==> src/rtl/shift_seq_pkg.sv <==
// Shared definitions for the serial shift-chain sequencer.
//   state_e   : sequencer state encoding (IDLE, SHIFT, DONE)
//   bit_cnt_w : width of a counter that must hold 0..WIDTH
//   div_cnt_w : width of the bit-period divider, never less than one bit
package shift_seq_pkg;

    typedef enum logic [1:0] {
        IDLE  = 2'd0,
        SHIFT = 2'd1,
        DONE  = 2'd2
    } state_e;

    function automatic int bit_cnt_w(input int width);
        return $clog2(width + 1);
    endfunction

    function automatic int div_cnt_w(input int bit_div);
        int w;
        w = $clog2(bit_div);
        return (w < 1) ? 1 : w;
    endfunction

endpackage

==> src/rtl/bit_strobe_gen.sv <==
// Bit-period divider for the shift sequencer.
// Counts 0..BIT_DIV-1 while enabled and raises strobe during the last count
// of each period. The counter is held at zero whenever en is low, so every
// transfer starts on a fresh period.
//   clk    : system clock
//   rst_n  : asynchronous active-low reset
//   en     : run the divider (sequencer is shifting)
//   strobe : high for the final cycle of each bit period
module bit_strobe_gen
    import shift_seq_pkg::*;
#(
    parameter int BIT_DIV = 1
) (
    input  logic clk,
    input  logic rst_n,
    input  logic en,
    output logic strobe
);

    localparam int DIV_W = div_cnt_w(BIT_DIV);
    localparam logic [DIV_W-1:0] DIV_LAST = DIV_W'(BIT_DIV - 1);

    logic [DIV_W-1:0] div_cnt_q;
    logic [DIV_W-1:0] div_cnt_d;

    always_comb begin
        div_cnt_d = div_cnt_q;
        if (!en) begin
            div_cnt_d = '0;
        end else if (div_cnt_q == DIV_LAST) begin
            div_cnt_d = '0;
        end else begin
            div_cnt_d = div_cnt_q + DIV_W'(1);
        end
    end

    always_ff @(posedge clk or negedge rst_n) begin
        if (!rst_n) begin
            div_cnt_q <= '0;
        end else begin
            div_cnt_q <= div_cnt_d;
        end
    end

    // With BIT_DIV=1 the last count is zero, so strobe follows en directly.
    assign strobe = en && (div_cnt_q == DIV_LAST);

endmodule

==> src/rtl/shift_seq_ctrl.sv <==
// Serial shift-chain sequencer.
// Accepts a parallel word on start, sends it LSB-first on ser_o with one
// ser_en strobe per bit period, and assembles the returning ser_i bits into
// dout. The received word is published on dout together with a one-cycle
// done pulse.
//   clk    : system clock
//   rst_n  : asynchronous active-low reset
//   start  : begin a transfer (only looked at in IDLE)
//   abort  : cancel a transfer (only looked at in SHIFT)
//   din    : word to send, captured when start is accepted
//   ser_i  : serial return bit from the chain
//   ser_o  : serial bit to the chain
//   ser_en : shift/sample strobe, one cycle per bit period
//   busy   : transfer in progress, including the done cycle
//   done   : one-cycle completion pulse
//   dout   : last completed received word
//
// state | meaning
// ------+-----------------------------------------------------------
// IDLE  | waiting for start; ser_o low
// SHIFT | sending/receiving bits, one per BIT_DIV cycles
// DONE  | single cycle: done high, dout holds the new word
module shift_seq_ctrl
    import shift_seq_pkg::*;
#(
    parameter int WIDTH   = 8,
    parameter int BIT_DIV = 1
) (
    input  logic             clk,
    input  logic             rst_n,
    input  logic             start,
    input  logic             abort,
    input  logic [WIDTH-1:0] din,
    input  logic             ser_i,
    output logic             ser_o,
    output logic             ser_en,
    output logic             busy,
    output logic             done,
    output logic [WIDTH-1:0] dout
);

    localparam int CNT_W = bit_cnt_w(WIDTH);
    localparam logic [CNT_W-1:0] LAST_BIT = CNT_W'(WIDTH - 1);

    state_e           state_q;
    state_e           state_d;
    logic [WIDTH-1:0] tx_sh_q;
    logic [WIDTH-1:0] tx_sh_d;
    logic [WIDTH-1:0] rx_sh_q;
    logic [WIDTH-1:0] rx_sh_d;
    logic [WIDTH-1:0] dout_q;
    logic [WIDTH-1:0] dout_d;
    logic [CNT_W-1:0] bit_cnt_q;
    logic [CNT_W-1:0] bit_cnt_d;
    logic             ser_o_q;
    logic             ser_o_d;
    logic             busy_q;
    logic             busy_d;
    logic             done_q;
    logic             done_d;

    logic             shift_en;
    logic             strobe;
    logic [WIDTH-1:0] tx_next;
    logic [WIDTH-1:0] rx_next;

    assign shift_en = (state_q == SHIFT);

    bit_strobe_gen #(
        .BIT_DIV (BIT_DIV)
    ) u_strobe (
        .clk    (clk),
        .rst_n  (rst_n),
        .en     (shift_en),
        .strobe (strobe)
    );

    // Whole-register shifts; the returning bit enters at the MSB so the
    // first bit received ends up in bit 0 after WIDTH strobes.
    assign tx_next = tx_sh_q >> 1;
    assign rx_next = (rx_sh_q >> 1) | {ser_i, {(WIDTH-1){1'b0}}};

    always_comb begin
        state_d   = state_q;
        tx_sh_d   = tx_sh_q;
        rx_sh_d   = rx_sh_q;
        dout_d    = dout_q;
        bit_cnt_d = bit_cnt_q;
        ser_o_d   = ser_o_q;

        case (state_q)
            IDLE: begin
                ser_o_d = 1'b0;
                if (start) begin
                    tx_sh_d   = din;
                    rx_sh_d   = '0;
                    bit_cnt_d = '0;
                    ser_o_d   = din[0];
                    state_d   = SHIFT;
                end
            end

            SHIFT: begin
                // abort wins over a strobe landing on the same edge
                if (abort) begin
                    ser_o_d = 1'b0;
                    state_d = IDLE;
                end else if (strobe) begin
                    tx_sh_d   = tx_next;
                    rx_sh_d   = rx_next;
                    bit_cnt_d = bit_cnt_q + CNT_W'(1);
                    if (bit_cnt_q == LAST_BIT) begin
                        ser_o_d = 1'b0;
                        dout_d  = rx_next;
                        state_d = DONE;
                    end else begin
                        ser_o_d = tx_next[0];
                    end
                end
            end

            DONE: begin
                ser_o_d = 1'b0;
                state_d = IDLE;
            end

            default: begin
                ser_o_d = 1'b0;
                state_d = IDLE;
            end
        endcase

        // Status outputs are registered copies of where the FSM is heading.
        busy_d = (state_d != IDLE);
        done_d = (state_d == DONE);
    end

    always_ff @(posedge clk or negedge rst_n) begin
        if (!rst_n) begin
            state_q   <= IDLE;
            tx_sh_q   <= '0;
            rx_sh_q   <= '0;
            dout_q    <= '0;
            bit_cnt_q <= '0;
            ser_o_q   <= 1'b0;
            busy_q    <= 1'b0;
            done_q    <= 1'b0;
        end else begin
            state_q   <= state_d;
            tx_sh_q   <= tx_sh_d;
            rx_sh_q   <= rx_sh_d;
            dout_q    <= dout_d;
            bit_cnt_q <= bit_cnt_d;
            ser_o_q   <= ser_o_d;
            busy_q    <= busy_d;
            done_q    <= done_d;
        end
    end

    assign ser_o  = ser_o_q;
    assign ser_en = strobe;
    assign busy   = busy_q;
    assign done   = done_q;
    assign dout   = dout_q;

endmodule

==> config.mk <==
export PLATFORM = sky130hd
export DESIGN_NAME = shift_seq_ctrl
export DESIGN_NICKNAME = d
export VERILOG_FILES = /design/src/rtl/shift_seq_pkg.sv /design/src/rtl/bit_strobe_gen.sv /design/src/rtl/shift_seq_ctrl.sv
export SDC_FILE = /design/constraint.sdc
export NUM_CORES = 1
export LEC_CHECK = 0
export BUFFER_PORTS_ARGS = -buffer_cell sky130_fd_sc_hd__buf_4
export CAP_MARGIN = 20
export CORE_MARGIN = 5
export CORE_UTILIZATION = 45
export DETAILED_ROUTE_END_ITERATION = 8
export PLACE_DENSITY = 0.77
export REMOVE_ABC_BUFFERS = 1
export SYNTH_ARGS = -nofsm -noshare
export SYNTH_HDL_FRONTEND = slang
export SYNTH_SLANG_ARGS = --single-unit
export TNS_END_PERCENT = 50
==> constraint.sdc <==
create_clock -name clk -period 2.1 [get_ports clk]
set_clock_uncertainty 0.2 [all_clocks]
set_input_delay 0.21 -clock clk [delete_from_list [all_inputs] [get_ports clk]]
set_output_delay 0.21 -clock clk [all_outputs]
set_load 0.01 [all_outputs]
==> results of run 1 <==
## worst max-delay path, cell delays in order (launching register included)
cell                       delay (ns)
sky130_fd_sc_hd__dfrtp_1         0.42
sky130_fd_sc_hd__ha_1            0.20
sky130_fd_sc_hd__nand3b_1        0.13
sky130_fd_sc_hd__or3_1           0.36
sky130_fd_sc_hd__buf_4           0.20
sky130_fd_sc_hd__mux2_4          0.30
## placed cells by master (no fill, tap or decap)
cell type / n
sky130_fd_sc_hd__dfrtp_1: 31
sky130_fd_sc_hd__buf_4: 28
sky130_fd_sc_hd__mux2_2: 14
sky130_fd_sc_hd__a22o_1: 10
sky130_fd_sc_hd__mux2_4: 7
sky130_fd_sc_hd__inv_1: 6
sky130_fd_sc_hd__clkbuf_4: 5
sky130_fd_sc_hd__nand2b_1: 4
sky130_fd_sc_hd__nor2_1: 4
sky130_fd_sc_hd__mux2i_1: 4
sky130_fd_sc_hd__dlygate4sd3_1: 4
sky130_fd_sc_hd__a21oi_1: 3
sky130_fd_sc_hd__nand2_1: 3
sky130_fd_sc_hd__nand3b_1: 2
sky130_fd_sc_hd__nand2b_4: 1
sky130_fd_sc_hd__or3_1: 1
sky130_fd_sc_hd__inv_2: 1
sky130_fd_sc_hd__o21bai_1: 1
sky130_fd_sc_hd__mux2_1: 1
sky130_fd_sc_hd__o21a_1: 1
sky130_fd_sc_hd__o22ai_1: 1
sky130_fd_sc_hd__o32ai_1: 1
sky130_fd_sc_hd__nor2b_1: 1
sky130_fd_sc_hd__nand4b_1: 1
sky130_fd_sc_hd__nand3_1: 1
sky130_fd_sc_hd__o311ai_0: 1
sky130_fd_sc_hd__ha_1: 1
sky130_fd_sc_hd__clkinv_2: 1
sky130_fd_sc_hd__clkbuf_8: 1
## power groups by stage
| stage | Combinational [mW] | Sequential [mW] | Clock, mW |
|---|---|---|---|
| 5_1_grt | 0.309 | 0.742 | 0.395 |
| 4_1_cts | 0.285 | 0.734 | 0.366 |
| 2_1_floorplan | 0.174 | 0.738 | 0 |
| 3_5_place_dp | 0.279 | 0.745 | 0 |
| 6_report | 0.280 | 0.734 | 0.358 |
| 3_3_place_gp | 0.264 | 0.737 | 0 |
## per-layer routing
layer  vias up  track usage, %  share of wire [%]
met5         -               0                  0
met4         0           9.898                2.3
met3         6           3.231                6.1
met2        32           22.92                 50
met1       462           17.17                 41
li1        442               -                  -
## registers in the layout, indices dropped and copies added, names as in the netlist
signal     cells
bit_cnt_q      4
busy           1
done           1
dout           8
rx_sh_q        7
ser_o          1
state_q        2
tx_sh_q        7
## cells by family (layout without fill, tap and decap cells)
family,count (synthesis),after routing,synth area share [%]
AO/OA/AOI/OAI,18,18,9.956
adder cells (fa/ha/maj),1,1,0.8809
buffers and inverters,13,46,4.933
flip-flops,31,31,54.63
multiplexers,26,26,22.11
AND/OR/NAND/NOR,18,18,7.488
## layout make-up
type / count / share of cell area (%)
multi-input combinational: 63 / 33.05
inverter: 7 / 1.512
clock inverter: 1 / 0.2880
tap: 44 / 3.168
clock buffer: 6 / 2.952
sequential: 31 / 44.64
timing repair buffer: 32 / 14.40
## how the worst min path moves through the flow
stage,from,end,cells past startpoint
global placement,rst_n,dout[0],1
global route,din[5],tx_sh_q[5],3
detailed placement,rst_n,dout[0],1
finish,start,tx_sh_q[7],3
CTS,start,tx_sh_q[7],3
floorplan,rst_n,bit_cnt_q[0],0
==> report_table.html, run 1 <==
<table>
<tr><th>Metric</th><th>Value</th></tr>
<tr><th colspan="2">Critical path</th></tr>
<tr><td>Startpoint class of the critical path</td><td>register</td></tr>
<tr><td>Reg-to-Reg Start</td><td>bit_cnt_q[0]</td></tr>
<tr><td>Reg-to-Reg End</td><td>dout[2]</td></tr>
<tr><td>End point of the critical path</td><td>dout[2]</td></tr>
<tr><td>Endpoint kind of the worst setup timing path</td><td>register</td></tr>
<tr><td>Reg2reg setup slack</td><td>about 0.19 ns</td></tr>
<tr><td>Data arrival time of the critical path</td><td>just under 2 ns</td></tr>
<tr><td>Startpoint of the most critical setup path</td><td>bit_cnt_q[0]</td></tr>
<tr><td>Logic depth of the worst register-to-register path</td><td>5</td></tr>
<tr><td>Critical Path Fanout Max</td><td>8</td></tr>
<tr><td>Worst setup path category</td><td>register to register</td></tr>
<tr><td>Required time of the worst setup path</td><td>approximately 2.1 ns</td></tr>
<tr><th colspan="2">Cells and area</th></tr>
<tr><td>Ant diodes</td><td>0</td></tr>
<tr><td>Relative area change from synthesis to final layout</td><td>22.38%</td></tr>
<tr><td>Count of filler cells inserted in the layout</td><td>around 250</td></tr>
<tr><td>Non-Filler Cell Area, Final</td><td>roughly 0.0017 sq mm</td></tr>
<tr><td>Sequential cell area</td><td>775.7 sq um</td></tr>
<tr><td>Net count, final</td><td>~150</td></tr>
<tr><td>Fraction of layout instances using a drive strength above 1</td><td>about 41%</td></tr>
<tr><td>Multi-input gate area</td><td>around 570 sq um</td></tr>
<tr><td>Final Util</td><td>a little under three fifths</td></tr>
<tr><td>Count of placed standard cells in the final layout, fillers left out</td><td>between 150 and 200</td></tr>
<tr><th colspan="2">Logic synthesis</th></tr>
<tr><td>Cell count after synthesis</td><td>about 110</td></tr>
<tr><td>Main synth FF type</td><td>sky130_fd_sc_hd__dfrtp_1</td></tr>
<tr><td>List of most frequent post-synthesis cells</td><td>sky130_fd_sc_hd__dfrtp_1 (31), sky130_fd_sc_hd__mux2_2 (14), sky130_fd_sc_hd__a22o_1 (10), sky130_fd_sc_hd__mux2_4 (7), sky130_fd_sc_hd__inv_1 (6)</td></tr>
<tr><td>Synthesized area</td><td>about 0.0014 sq mm</td></tr>
<tr><td>Post-synthesis sequential area ratio</td><td>a little over half</td></tr>
<tr><td>Share of async-settable or async-resettable flops after synthesis</td><td>100.0%</td></tr>
<tr><td>Top post-synthesis cells by area</td><td>sky130_fd_sc_hd__dfrtp_1 (55%), sky130_fd_sc_hd__mux2_2 (11%), sky130_fd_sc_hd__mux2_4 (7.4%)</td></tr>
<tr><td>Count of flip-flops with a built-in enable after synthesis</td><td>0</td></tr>
<tr><td>Library cell with the largest summed area after synthesis</td><td>sky130_fd_sc_hd__dfrtp_1</td></tr>
<tr><td>Warning count from the yosys run</td><td>0</td></tr>
<tr><td>Most frequently used cell type in the post-synthesis netlist</td><td>sky130_fd_sc_hd__dfrtp_1</td></tr>
<tr><td>Yosys cell types</td><td>28</td></tr>
<tr><td>Top-area cell type share of the netlist area</td><td>a little over half</td></tr>
<tr><td>Average footprint of a synthesized cell</td><td>~13 sq um</td></tr>
<tr><td>Number of flip-flops and latches in the synthesized netlist</td><td>31</td></tr>
<tr><th colspan="2">Run status</th></tr>
<tr><td>Outcome</td><td>completed</td></tr>
<tr><th colspan="2">Placed design</th></tr>
<tr><td>Cell area reported after detailed placement</td><td>approximately 0.0016 sq mm</td></tr>
<tr><td># port buffers</td><td>24</td></tr>
<tr><td>Weighted congestion at the end of routability-driven global placement</td><td>between 0.7 and 0.8</td></tr>
<tr><td>Half-perimeter wire length after placement</td><td>slightly below 2000 microns</td></tr>
<tr><td>Worst setup slack after placement</td><td>around 0.22 ns</td></tr>
<tr><td>Placed Instances</td><td>173</td></tr>
<tr><th colspan="2">STA</th></tr>
<tr><td>Worst-margin pin slew</td><td>0.5303 ns</td></tr>
<tr><td>Setup total negative slack</td><td>0 ns</td></tr>
<tr><td>Fin crit period</td><td>1.911 ns</td></tr>
<tr><td>Min setup slack post-route</td><td>0.1891 ns</td></tr>
<tr><td>Fin Hold WS</td><td>~0.025 ns</td></tr>
<tr><td>Final Max Slew Viols</td><td>0</td></tr>
<tr><td>Peak clock frequency supported by timing</td><td>approximately 520 MHz</td></tr>
<tr><td>Slew Limit Headroom</td><td>64.57%</td></tr>
<tr><td>Final setup violation count</td><td>0</td></tr>
<tr><td>Period utilization</td><td>roughly 90%</td></tr>
<tr><td>Final hold violation count</td><td>0</td></tr>
<tr><td>Unrepaired setup endpoints after global routing</td><td>false</td></tr>
<tr><th colspan="2">Floorplan</th></tr>
<tr><td>Effective utilization at floorplan</td><td>46.90%</td></tr>
<tr><td>Core outline area</td><td>between 0.003 and 0.004 sq mm</td></tr>
<tr><td>Chip Width</td><td>about 66 microns</td></tr>
<tr><td>Die area</td><td>0.004379 sq mm</td></tr>
<tr><td>Standard-cell row count</td><td>20</td></tr>
<tr><td>Die Span Y</td><td>between 60 and 70 microns</td></tr>
<tr><td>Top-level port count</td><td>25</td></tr>
<tr><th colspan="2">Job</th></tr>
<tr><td>Number of violations of the max-capacitance limit</td><td>0</td></tr>
<tr><th colspan="2">Routing</th></tr>
<tr><td>Detailed Route WL</td><td>about 2800 microns</td></tr>
<tr><td>Via density per instance</td><td>5.120</td></tr>
<tr><td>Iteration count of the initial detailed-routing pass</td><td>4</td></tr>
<tr><td>Wire length per cell</td><td>around 15 microns</td></tr>
<tr><td>Number of DRC markers after the initial detailed-route iteration</td><td>44</td></tr>
<tr><td>Number of nets with antenna violations after routing</td><td>0</td></tr>
<tr><td>Remaining routing DRC violations</td><td>0</td></tr>
<tr><td>Via count</td><td>between 900 and 1000</td></tr>
<tr><th colspan="2">Hold path</th></tr>
<tr><td>HP Class</td><td>primary input to register</td></tr>
<tr><th colspan="2">Power and ir drop</th></tr>
<tr><td>Part of the power in the clock network</td><td>a little over a quarter</td></tr>
<tr><td>Register share of total power</td><td>a little over half</td></tr>
<tr><td>Power, Total</td><td>between 1 and 1.5 mW</td></tr>
<tr><td>Total power density per cell area</td><td>789.0 mW/mm^2</td></tr>
<tr><td>Combinational Power Share</td><td>between 20% and 30%</td></tr>
<tr><td>Cell Int Power</td><td>about 1 mW</td></tr>
<tr><td>Switching pwr</td><td>0.3782 mW</td></tr>
<tr><td>Fraction of power spent switching nets</td><td>27.58%</td></tr>
<tr><td>Worst IR drop on VDD</td><td>0.0003766 V</td></tr>
<tr><td>Leakage power total</td><td>approximately 0.88 nW</td></tr>
<tr><th colspan="2">GRT</th></tr>
<tr><td>Pin count of the biggest net entering global routing</td><td>32</td></tr>
<tr><td>GR Util All Layers</td><td>between 10% and 20%</td></tr>
<tr><td>Number of antenna violations at the first check in global routing</td><td>0</td></tr>
<tr><td>Remaining Overflow, GRT</td><td>0</td></tr>
<tr><td>Vias in the first global route</td><td>989</td></tr>
<tr><td>First-pass GRT wire length</td><td>approximately 4600 microns</td></tr>
<tr><th colspan="2">Clock network</th></tr>
<tr><td>H-tree depth</td><td>2</td></tr>
<tr><td>Sinks on Clock Net</td><td>31</td></tr>
<tr><td>Latest clock arrival within the worst-skew pair</td><td>between 0.3 and 0.4 ns</td></tr>
<tr><td>TritonCTS clock tree</td><td>built</td></tr>
<tr><td>Clk pin slew, worst setup/hold paths</td><td>0.09 ns</td></tr>
<tr><td>Clock tree buffer depth</td><td>2</td></tr>
<tr><td>Number of buffers added to fix hold violations after cts</td><td>4</td></tr>
<tr><td>Clock root buffer master</td><td>sky130_fd_sc_hd__clkbuf_4</td></tr>
<tr><td>Post-CTS sizing</td><td>0</td></tr>
<tr><td>Setup repair bufs after CTS</td><td>0</td></tr>
<tr><td>TritonCTS Buffers</td><td>5</td></tr>
</table>
(Power assumes the default switching activity.)
==> run 2, diff against run 1 <==
- RECOVER_POWER: unset -> 50
==> report_table.html, run 2 (synthesis gave the netlist of run 1 again) <==
<table>
<tr><th>Metric</th><th>Value</th></tr>
<tr><th colspan="2">Run status</th></tr>
<tr><td>Outcome</td><td>completed</td></tr>
<tr><th colspan="2">Clock network</th></tr>
<tr><td>H-tree depth</td><td>2</td></tr>
<tr><td>Setup repair bufs after CTS</td><td>0</td></tr>
<tr><td>TritonCTS clock tree</td><td>built</td></tr>
<tr><td>Clk pin slew, worst setup/hold paths</td><td>around 0.10 ns</td></tr>
<tr><td>TritonCTS Buffers</td><td>5</td></tr>
<tr><td>Sinks on Clock Net</td><td>31</td></tr>
<tr><td>Latest clock arrival within the worst-skew pair</td><td>roughly 0.34 ns</td></tr>
<tr><td>Clock tree buffer depth</td><td>2</td></tr>
<tr><td>Clock root buffer master</td><td>sky130_fd_sc_hd__clkbuf_4</td></tr>
<tr><th colspan="2">Critical path</th></tr>
<tr><td>Reg2reg setup slack</td><td>between 0.15 and 0.2 ns</td></tr>
<tr><td>Data arrival time of the critical path</td><td>1.93 ns</td></tr>
<tr><td>Slowest cell delay on critical path</td><td>0.42 ns</td></tr>
<tr><td>Critical path cell sequence</td><td>ha_1 -&gt; nand3b_1 -&gt; or3_1 -&gt; buf_4 -&gt; mux2_4</td></tr>
<tr><td>Worst setup path category</td><td>register to register</td></tr>
<tr><td>Critical Path Fanout Max</td><td>8</td></tr>
<tr><td>Startpoint class of the critical path</td><td>register</td></tr>
<tr><td>Cell class contributing the biggest share of worst-path delay</td><td>simple AND/OR/NAND/NOR gates</td></tr>
<tr><td>Cell type of the slowest stage on the worst timing path</td><td>sky130_fd_sc_hd__dfrtp_1</td></tr>
<tr><td>Endpoint kind of the worst setup timing path</td><td>register</td></tr>
<tr><td>Critical path buffers and inverters</td><td>1</td></tr>
<tr><td>Required time of the worst setup path</td><td>between 2 and 2.5 ns</td></tr>
<tr><th colspan="2">Power and ir drop</th></tr>
<tr><td>Leakage power total</td><td>approximately 0.85 nW</td></tr>
<tr><td>Part of the power in the clock network</td><td>between 20% and 30%</td></tr>
<tr><td>Power, Total</td><td>between 1 and 1.5 mW</td></tr>
<tr><td>Cell Int Power</td><td>roughly 1 mW</td></tr>
<tr><td>Register share of total power</td><td>53.7%</td></tr>
<tr><td>Fraction of power spent switching nets</td><td>around 28%</td></tr>
<tr><td>Worst IR drop on VDD</td><td>between 0.0003 and 0.0004 V</td></tr>
<tr><td>Combinational Power Share</td><td>roughly a fifth</td></tr>
<tr><td>Total power density per cell area</td><td>approximately 800 mW/mm^2</td></tr>
<tr><td>Switching pwr</td><td>~0.38 mW</td></tr>
<tr><th colspan="2">Floorplan</th></tr>
<tr><td>Standard-cell row count</td><td>20</td></tr>
<tr><td>Effective utilization at floorplan</td><td>46.90%</td></tr>
<tr><td>Chip Width</td><td>~66 microns</td></tr>
<tr><td>Top-level port count</td><td>25</td></tr>
<tr><td>Die Span Y</td><td>66.18 microns</td></tr>
<tr><td>Die area</td><td>between 0.004 and 0.005 sq mm</td></tr>
<tr><td>Core outline area</td><td>roughly 0.0030 sq mm</td></tr>
<tr><th colspan="2">Placed design</th></tr>
<tr><td>Worst setup slack after placement</td><td>0.2227 ns</td></tr>
<tr><td>Placed Instances</td><td>around 170</td></tr>
<tr><td># port buffers</td><td>24</td></tr>
<tr><td>Half-perimeter wire length after placement</td><td>slightly below 2000 microns</td></tr>
<tr><td>Weighted congestion at the end of routability-driven global placement</td><td>0.7440</td></tr>
<tr><th colspan="2">STA</th></tr>
<tr><td>Final Max Slew Viols</td><td>0</td></tr>
<tr><td>Slew Limit Headroom</td><td>about half</td></tr>
<tr><td>Setup total negative slack</td><td>0 ns</td></tr>
<tr><td>Fin crit period</td><td>1.908 ns</td></tr>
<tr><td>Final hold violation count</td><td>0</td></tr>
<tr><td>Period utilization</td><td>between 90% and 100%</td></tr>
<tr><td>Min setup slack post-route</td><td>0.1918 ns</td></tr>
<tr><td>Unrepaired setup endpoints after global routing</td><td>false</td></tr>
<tr><td>Worst-margin pin slew</td><td>~0.74 ns</td></tr>
<tr><td>Peak clock frequency supported by timing</td><td>roughly 520 MHz</td></tr>
<tr><td>Final setup violation count</td><td>0</td></tr>
<tr><th colspan="2">Job</th></tr>
<tr><td>Number of violations of the max-capacitance limit</td><td>0</td></tr>
<tr><th colspan="2">GRT</th></tr>
<tr><td>GR Util All Layers</td><td>14.42%</td></tr>
<tr><td>First-pass GRT wire length</td><td>~4600 microns</td></tr>
<tr><td>Number of antenna violations at the first check in global routing</td><td>0</td></tr>
<tr><td>Remaining Overflow, GRT</td><td>0</td></tr>
<tr><td>Vias in the first global route</td><td>roughly 990</td></tr>
<tr><td>Pin count of the biggest net entering global routing</td><td>32</td></tr>
<tr><th colspan="2">Routing</th></tr>
<tr><td>Iteration count of the initial detailed-routing pass</td><td>4</td></tr>
<tr><td>Remaining routing DRC violations</td><td>0</td></tr>
<tr><td>Via density per instance</td><td>slightly above 5</td></tr>
<tr><td>Number of nets with antenna violations after routing</td><td>0</td></tr>
<tr><td>Wire length per cell</td><td>about 15 microns</td></tr>
<tr><td>Via count</td><td>940</td></tr>
<tr><td>Number of DRC markers after the initial detailed-route iteration</td><td>between 40 and 50</td></tr>
<tr><td>Detailed Route WL</td><td>2787 microns</td></tr>
<tr><th colspan="2">Hold path</th></tr>
<tr><td>HP Class</td><td>primary input to register</td></tr>
<tr><th colspan="2">Cells and area</th></tr>
<tr><td>Relative area change from synthesis to final layout</td><td>20.62%</td></tr>
<tr><td>Flip-flop count of the largest register, all copies and words added</td><td>8</td></tr>
<tr><td>Most frequent cells in the layout</td><td>sky130_fd_sc_hd__dfrtp_1 (31), sky130_fd_sc_hd__buf_4 (21), sky130_fd_sc_hd__mux2_2 (14)</td></tr>
<tr><td>Count of filler cells inserted in the layout</td><td>265</td></tr>
<tr><td>Final Util</td><td>between 50% and 60%</td></tr>
<tr><td>Net count, final</td><td>154</td></tr>
<tr><td>Ant diodes</td><td>0</td></tr>
<tr><td>Fraction of layout instances using a drive strength above 1</td><td>37.14%</td></tr>
<tr><td>Leading cell type in the layout, fill and taps excluded</td><td>sky130_fd_sc_hd__dfrtp_1</td></tr>
<tr><td>Count of placed standard cells in the final layout, fillers left out</td><td>184</td></tr>
</table>
-- run 2: changes by cell type in the layout (fill, tap and decap cells not counted) --
cell / delta
sky130_fd_sc_hd__clkbuf_1: +6
sky130_fd_sc_hd__clkbuf_2: +1
sky130_fd_sc_hd__buf_4: -7
-- run 2: what timing repair did --
item,4_1_cts,5_1_grt
hold endpoints to repair,34,0
resized for setup,0,0
hold buffers,4,0
-- run 2: power by group through the flow --
stage	clock, mW	combinational [mW]	sequential [mW]
2_1_floorplan	0	0.174	0.738
3_3_place_gp	0	0.264	0.737
3_5_place_dp	0	0.279	0.745
4_1_cts	0.366	0.285	0.734
5_1_grt	0.395	0.302	0.742
6_report	0.360	0.273	0.733
-- run 2: layout make-up --
| type | count | area (sq um) | share of cell area [%] |
|---|---|---|---|
| clock inverters | 1 | 5.005 | 0.2922 |
| flip-flops and latches | 31 | 775.7 | 45.29 |
| clock buffers | 6 | 51.30 | 2.995 |
| well taps | 44 | 55.05 | 3.214 |
| repair buffers | 32 | 225.2 | 13.15 |
| inverters | 7 | 26.28 | 1.534 |
| multi-input cells | 63 | 574.3 | 33.53 |
-- run 2: stage by stage --
step	cell area (sq um)	hold slack, ns
after global placement	1642	-0.04250
after CTS	1738	0.01116
after floorplan	1376	-0.2856
after detailed placement	1642	-0.03324
final	1713	0.02312
after global routing	1713	0.009592
-- run 2: path summary, 6_finish.rpt --
path | endpoint | cells past startpoint | startpoint
min in group asynchronous | dout[3] | 2 | rst_n
min | tx_sh_q[5] | 3 | din[5]
max reg2reg | dout[2] | 5 | bit_cnt_q[1]
max in group asynchronous | bit_cnt_q[0] | 2 | rst_n
min reg2reg | dout[0] | 1 | dout[0]
max | dout[2] | 5 | bit_cnt_q[1]
-- run 2: worst min-delay path, cell delays in order --
cell and delay [ns]:
sky130_fd_sc_hd__buf_4 0.07, sky130_fd_sc_hd__mux2_2 0.12, sky130_fd_sc_hd__mux2_2 0.13
-- run 2: metal layers --
metal	vias up	share of wire (%)	track usage (%)
met4	0	2.3	9.898
met2	32	50	22.92
met1	461	41	17.17
met5	-	0	0
li1	442	-	-
met3	5	6.6	3.231
==> run 3, diff against run 2 <==
- ABC_AREA: unset -> 1
- PLACE_DENSITY: 0.77 -> 0.78
==> report_table.html, run 3 <==
<table>
<tr><th>Metric</th><th>Value</th></tr>
<tr><th colspan="2">Critical path</th></tr>
<tr><td>Slowest cell delay on critical path</td><td>about 0.38 ns</td></tr>
<tr><td>Logic depth of the worst register-to-register path</td><td>7</td></tr>
<tr><td>Startpoint of the most critical setup path</td><td>state_q[1]</td></tr>
<tr><td>Critical Path Fanout Max</td><td>14</td></tr>
<tr><td>Critical path cell sequence</td><td>inv_2 -&gt; nand2_2 -&gt; inv_1 -&gt; buf_4</td></tr>
<tr><td>Cell type of the slowest stage on the worst timing path</td><td>sky130_fd_sc_hd__dfrtp_1</td></tr>
<tr><td>Reg-to-Reg End</td><td>dout[5]</td></tr>
<tr><td>Endpoint kind of the worst setup timing path</td><td>primary output</td></tr>
<tr><td>Reg2reg setup slack</td><td>~0.55 ns</td></tr>
<tr><td>End point of the critical path</td><td>ser_en</td></tr>
<tr><td>Worst setup path category</td><td>register to primary output</td></tr>
<tr><td>Reg-to-Reg Start</td><td>state_q[1]</td></tr>
<tr><td>Data arrival time of the critical path</td><td>around 1.4 ns</td></tr>
<tr><td>Required time of the worst setup path</td><td>around 1.7 ns</td></tr>
<tr><td>Startpoint class of the critical path</td><td>register</td></tr>
<tr><th colspan="2">Clock network</th></tr>
<tr><td>Clk pin slew, worst setup/hold paths</td><td>approximately 0.090 ns</td></tr>
<tr><td>Latest clock arrival within the worst-skew pair</td><td>around 0.33 ns</td></tr>
<tr><td>TritonCTS clock tree</td><td>built</td></tr>
<tr><td>Clock tree buffer depth</td><td>2</td></tr>
<tr><td>Clock root buffer master</td><td>sky130_fd_sc_hd__clkbuf_4</td></tr>
<tr><td>H-tree depth</td><td>2</td></tr>
<tr><td>TritonCTS Buffers</td><td>5</td></tr>
<tr><td>Post-CTS sizing</td><td>0</td></tr>
<tr><td>Sinks on Clock Net</td><td>31</td></tr>
<tr><th colspan="2">Logic synthesis</th></tr>
<tr><td>Library cell with the largest summed area after synthesis</td><td>sky130_fd_sc_hd__dfrtp_1</td></tr>
<tr><td>Main synth FF type</td><td>sky130_fd_sc_hd__dfrtp_1</td></tr>
<tr><td>Share of async-settable or async-resettable flops after synthesis</td><td>between 90% and 100%</td></tr>
<tr><td>Cell count after synthesis</td><td>about 140</td></tr>
<tr><td>Area share of and/or/nand/nor cells after synthesis</td><td>a little over a fifth</td></tr>
<tr><td>Synth Area in Adders</td><td>0.9259%</td></tr>
<tr><td>Yosys cell types</td><td>19</td></tr>
<tr><td>Warning count from the yosys run</td><td>0</td></tr>
<tr><td>List of most frequent post-synthesis cells</td><td>sky130_fd_sc_hd__nand2_1 (42), sky130_fd_sc_hd__dfrtp_1 (31), sky130_fd_sc_hd__inv_1 (21), sky130_fd_sc_hd__o21ai_1 (7)</td></tr>
<tr><td>Most frequently used cell type in the post-synthesis netlist</td><td>sky130_fd_sc_hd__nand2_1</td></tr>
<tr><td>XOR/XNOR Fraction of Synth Area</td><td>0%</td></tr>
<tr><td>Top post-synthesis cells by area</td><td>sky130_fd_sc_hd__dfrtp_1 (57%), sky130_fd_sc_hd__nand2_1 (12%), sky130_fd_sc_hd__inv_1 (5.8%)</td></tr>
<tr><td>Count of flip-flops with a built-in enable after synthesis</td><td>0</td></tr>
<tr><td>Synthesized area</td><td>0.001351 sq mm</td></tr>
<tr><td>Combinational family with the most area after synthesis</td><td>simple AND/OR/NAND/NOR gates</td></tr>
<tr><td>Number of flip-flops and latches in the synthesized netlist</td><td>31</td></tr>
<tr><td>Average footprint of a synthesized cell</td><td>approximately 9.4 sq um</td></tr>
<tr><td>Top-area cell type share of the netlist area</td><td>57.41%</td></tr>
<tr><td>Fraction of the mapped netlist area in compound gates</td><td>roughly 11%</td></tr>
<tr><td>Share of cell area taken by muxes after synthesis</td><td>0.7407%</td></tr>
<tr><td>Post-synthesis sequential area ratio</td><td>57.41%</td></tr>
<tr><th colspan="2">STA</th></tr>
<tr><td>Fin crit period</td><td>1.805 ns</td></tr>
<tr><td>Peak clock frequency supported by timing</td><td>between 500 and 600 MHz</td></tr>
<tr><td>Period utilization</td><td>85.95%</td></tr>
<tr><td>Setup total negative slack</td><td>0 ns</td></tr>
<tr><td>Unrepaired setup endpoints after global routing</td><td>false</td></tr>
<tr><td>Slew Limit Headroom</td><td>approximately half</td></tr>
<tr><td>Worst-margin pin slew</td><td>approximately 0.74 ns</td></tr>
<tr><td>Final hold violation count</td><td>0</td></tr>
<tr><td>Final setup violation count</td><td>0</td></tr>
<tr><td>Final Max Slew Viols</td><td>0</td></tr>
<tr><th colspan="2">Power and ir drop</th></tr>
<tr><td>Total power density per cell area</td><td>about 810 mW/mm^2</td></tr>
<tr><td>Leakage power total</td><td>around 0.9 nW</td></tr>
<tr><td>Power, Total</td><td>1.334 mW</td></tr>
<tr><td>Worst IR drop on VDD</td><td>0.0004093 V</td></tr>
<tr><th colspan="2">Cells and area</th></tr>
<tr><td>Fraction of layout instances using a drive strength above 1</td><td>between 20% and 30%</td></tr>
<tr><td>Net count, final</td><td>between 150 and 200</td></tr>
<tr><td>Ant diodes</td><td>0</td></tr>
<tr><td>Flip-flop count of the largest register, all copies and words added</td><td>8</td></tr>
<tr><td>Leading cell type in the layout, fill and taps excluded</td><td>sky130_fd_sc_hd__nand2_1</td></tr>
<tr><td>Final Util</td><td>roughly three fifths</td></tr>
<tr><td>Most frequent cells in the layout</td><td>sky130_fd_sc_hd__nand2_1 (42), sky130_fd_sc_hd__dfrtp_1 (31), sky130_fd_sc_hd__inv_1 (21)</td></tr>
<tr><td>Relative area change from synthesis to final layout</td><td>22.04%</td></tr>
<tr><td>Multi-input gate area</td><td>around 460 sq um</td></tr>
<tr><td>Sequential cell area</td><td>between 700 and 800 sq um</td></tr>
<tr><td>Count of filler cells inserted in the layout</td><td>around 240</td></tr>
<tr><th colspan="2">Placed design</th></tr>
<tr><td>Half-perimeter wire length after placement</td><td>between 1500 and 2000 microns</td></tr>
<tr><td># port buffers</td><td>24</td></tr>
<tr><td>Weighted congestion at the end of routability-driven global placement</td><td>around 0.78</td></tr>
<tr><th colspan="2">GRT</th></tr>
<tr><td>First-pass GRT wire length</td><td>4554 microns</td></tr>
<tr><td>Pin count of the biggest net entering global routing</td><td>32</td></tr>
<tr><td>GR Util All Layers</td><td>about 14%</td></tr>
<tr><td>Number of antenna violations at the first check in global routing</td><td>0</td></tr>
<tr><td>Vias in the first global route</td><td>around 1000</td></tr>
<tr><td>Remaining Overflow, GRT</td><td>0</td></tr>
<tr><th colspan="2">Floorplan</th></tr>
<tr><td>Effective utilization at floorplan</td><td>47.77%</td></tr>
<tr><td>Chip Width</td><td>64.80 microns</td></tr>
<tr><td>Standard-cell row count</td><td>19</td></tr>
<tr><td>Die area</td><td>roughly 0.0042 sq mm</td></tr>
<tr><td>Core outline area</td><td>roughly 0.0028 sq mm</td></tr>
<tr><td>Die Span Y</td><td>between 60 and 70 microns</td></tr>
<tr><td>Top-level port count</td><td>25</td></tr>
<tr><th colspan="2">Routing</th></tr>
<tr><td>Iteration count of the initial detailed-routing pass</td><td>4</td></tr>
<tr><td>Number of nets with antenna violations after routing</td><td>0</td></tr>
<tr><td>Wire length per cell</td><td>between 10 and 15 microns</td></tr>
<tr><td>Number of DRC markers after the initial detailed-route iteration</td><td>54</td></tr>
<tr><td>Remaining routing DRC violations</td><td>0</td></tr>
<tr><td>Via count</td><td>around 1000</td></tr>
<tr><td>Via density per instance</td><td>~4.8</td></tr>
<tr><td>Detailed Route WL</td><td>about 2600 microns</td></tr>
<tr><th colspan="2">Run status</th></tr>
<tr><td>Outcome</td><td>completed</td></tr>
<tr><th colspan="2">Job</th></tr>
<tr><td>Number of violations of the max-capacitance limit</td><td>0</td></tr>
<tr><th colspan="2">Hold path</th></tr>
<tr><td>Min-Delay Path Depth</td><td>5</td></tr>
<tr><td>HP Class</td><td>primary input to register</td></tr>
</table>
run 3: cell types whose count changed in the layout (fill, tap and decap cells not counted), sizes merged, moves of 3 or more:
cell / change
nand2: +43
mux2: -22
o21ai: +18
inv: +15
a22o: -10
nand2b: -5
nand3: +5
buf: -4
dlygate4sd3: +4
o22ai: +4
mux2i: -3
run 3: what timing repair did:
| action | in CTS | in global routing |
|---|---|---|
| setup endpoints to repair | 0 | 0 |
| buffers inserted | 0 | 0 |
| hold buffers | 8 | 0 |
| hold endpoints to repair | 39 | 0 |
run 3: critical path: cells and delay by family (launching register included):
family                 cells  cell delay [ns]
AND/OR/NAND/NOR            1             0.17
buffers and inverters      3             0.50
flip-flops                 1             0.38
run 3: how the worst min path moves through the flow:
stage          slack (ns)           end  startpoint
2_1_floorplan       -0.29  bit_cnt_q[0]       rst_n
3_3_place_gp        -0.05         ser_o       rst_n
3_5_place_dp        -0.04    tx_sh_q[1]       rst_n
4_1_cts             0.004    tx_sh_q[5]      din[5]
5_1_grt              0.03    tx_sh_q[5]      din[5]
6_report            0.007    tx_sh_q[5]      din[5]
run 3: layer usage:
layer  global-route usage (%)  share of wire, %
met5                        0                 0
met4                    9.499               3.0
met3                    3.109               3.0
met2                    23.37                52
met1                    17.13                42
run 3: report_power, final:
part           total [mW]  switching (mW)  internal [mW]
clock               0.351           0.197          0.155
sequential          0.715          0.0397          0.676
combinational       0.267           0.162          0.106
run 3: final cells by class:
| type | instances | area share [%] |
|---|---|---|
| Inverter | 22 | 5.008 |
| Timing Repair Buffer | 32 | 14.26 |
| Tap cell | 31 | 2.352 |
| Multi-Input combinational cell | 86 | 27.92 |
| Clock inverter | 1 | 0.3035 |
| Clock buffer | 6 | 3.111 |
| Sequential cell | 31 | 47.04 |
run 3: cell families after synthesis:
| logic type | Yosys count |
|---|---|
| simple gates | 60 |
| fa+ha+maj | 1 |
| buf+inv | 26 |
| mux | 1 |
| compound gates | 24 |
| flops | 31 |
run 3: per-stage QoR:
step / setup WS, ns / hold slack (ns) / std cells / cell area [sq um]
global route: 0.1793 / 0.03144 / 209 / 1649
finish: 0.2950 / 0.007372 / 209 / 1649
detailed placement: 0.5580 / -0.03656 / 194 / 1538
floorplan: 0.7269 / -0.2856 / 139 / 1319
global placement: 0.6368 / -0.04535 / 194 / 1538
CTS: 0.2888 / 0.004179 / 209 / 1674
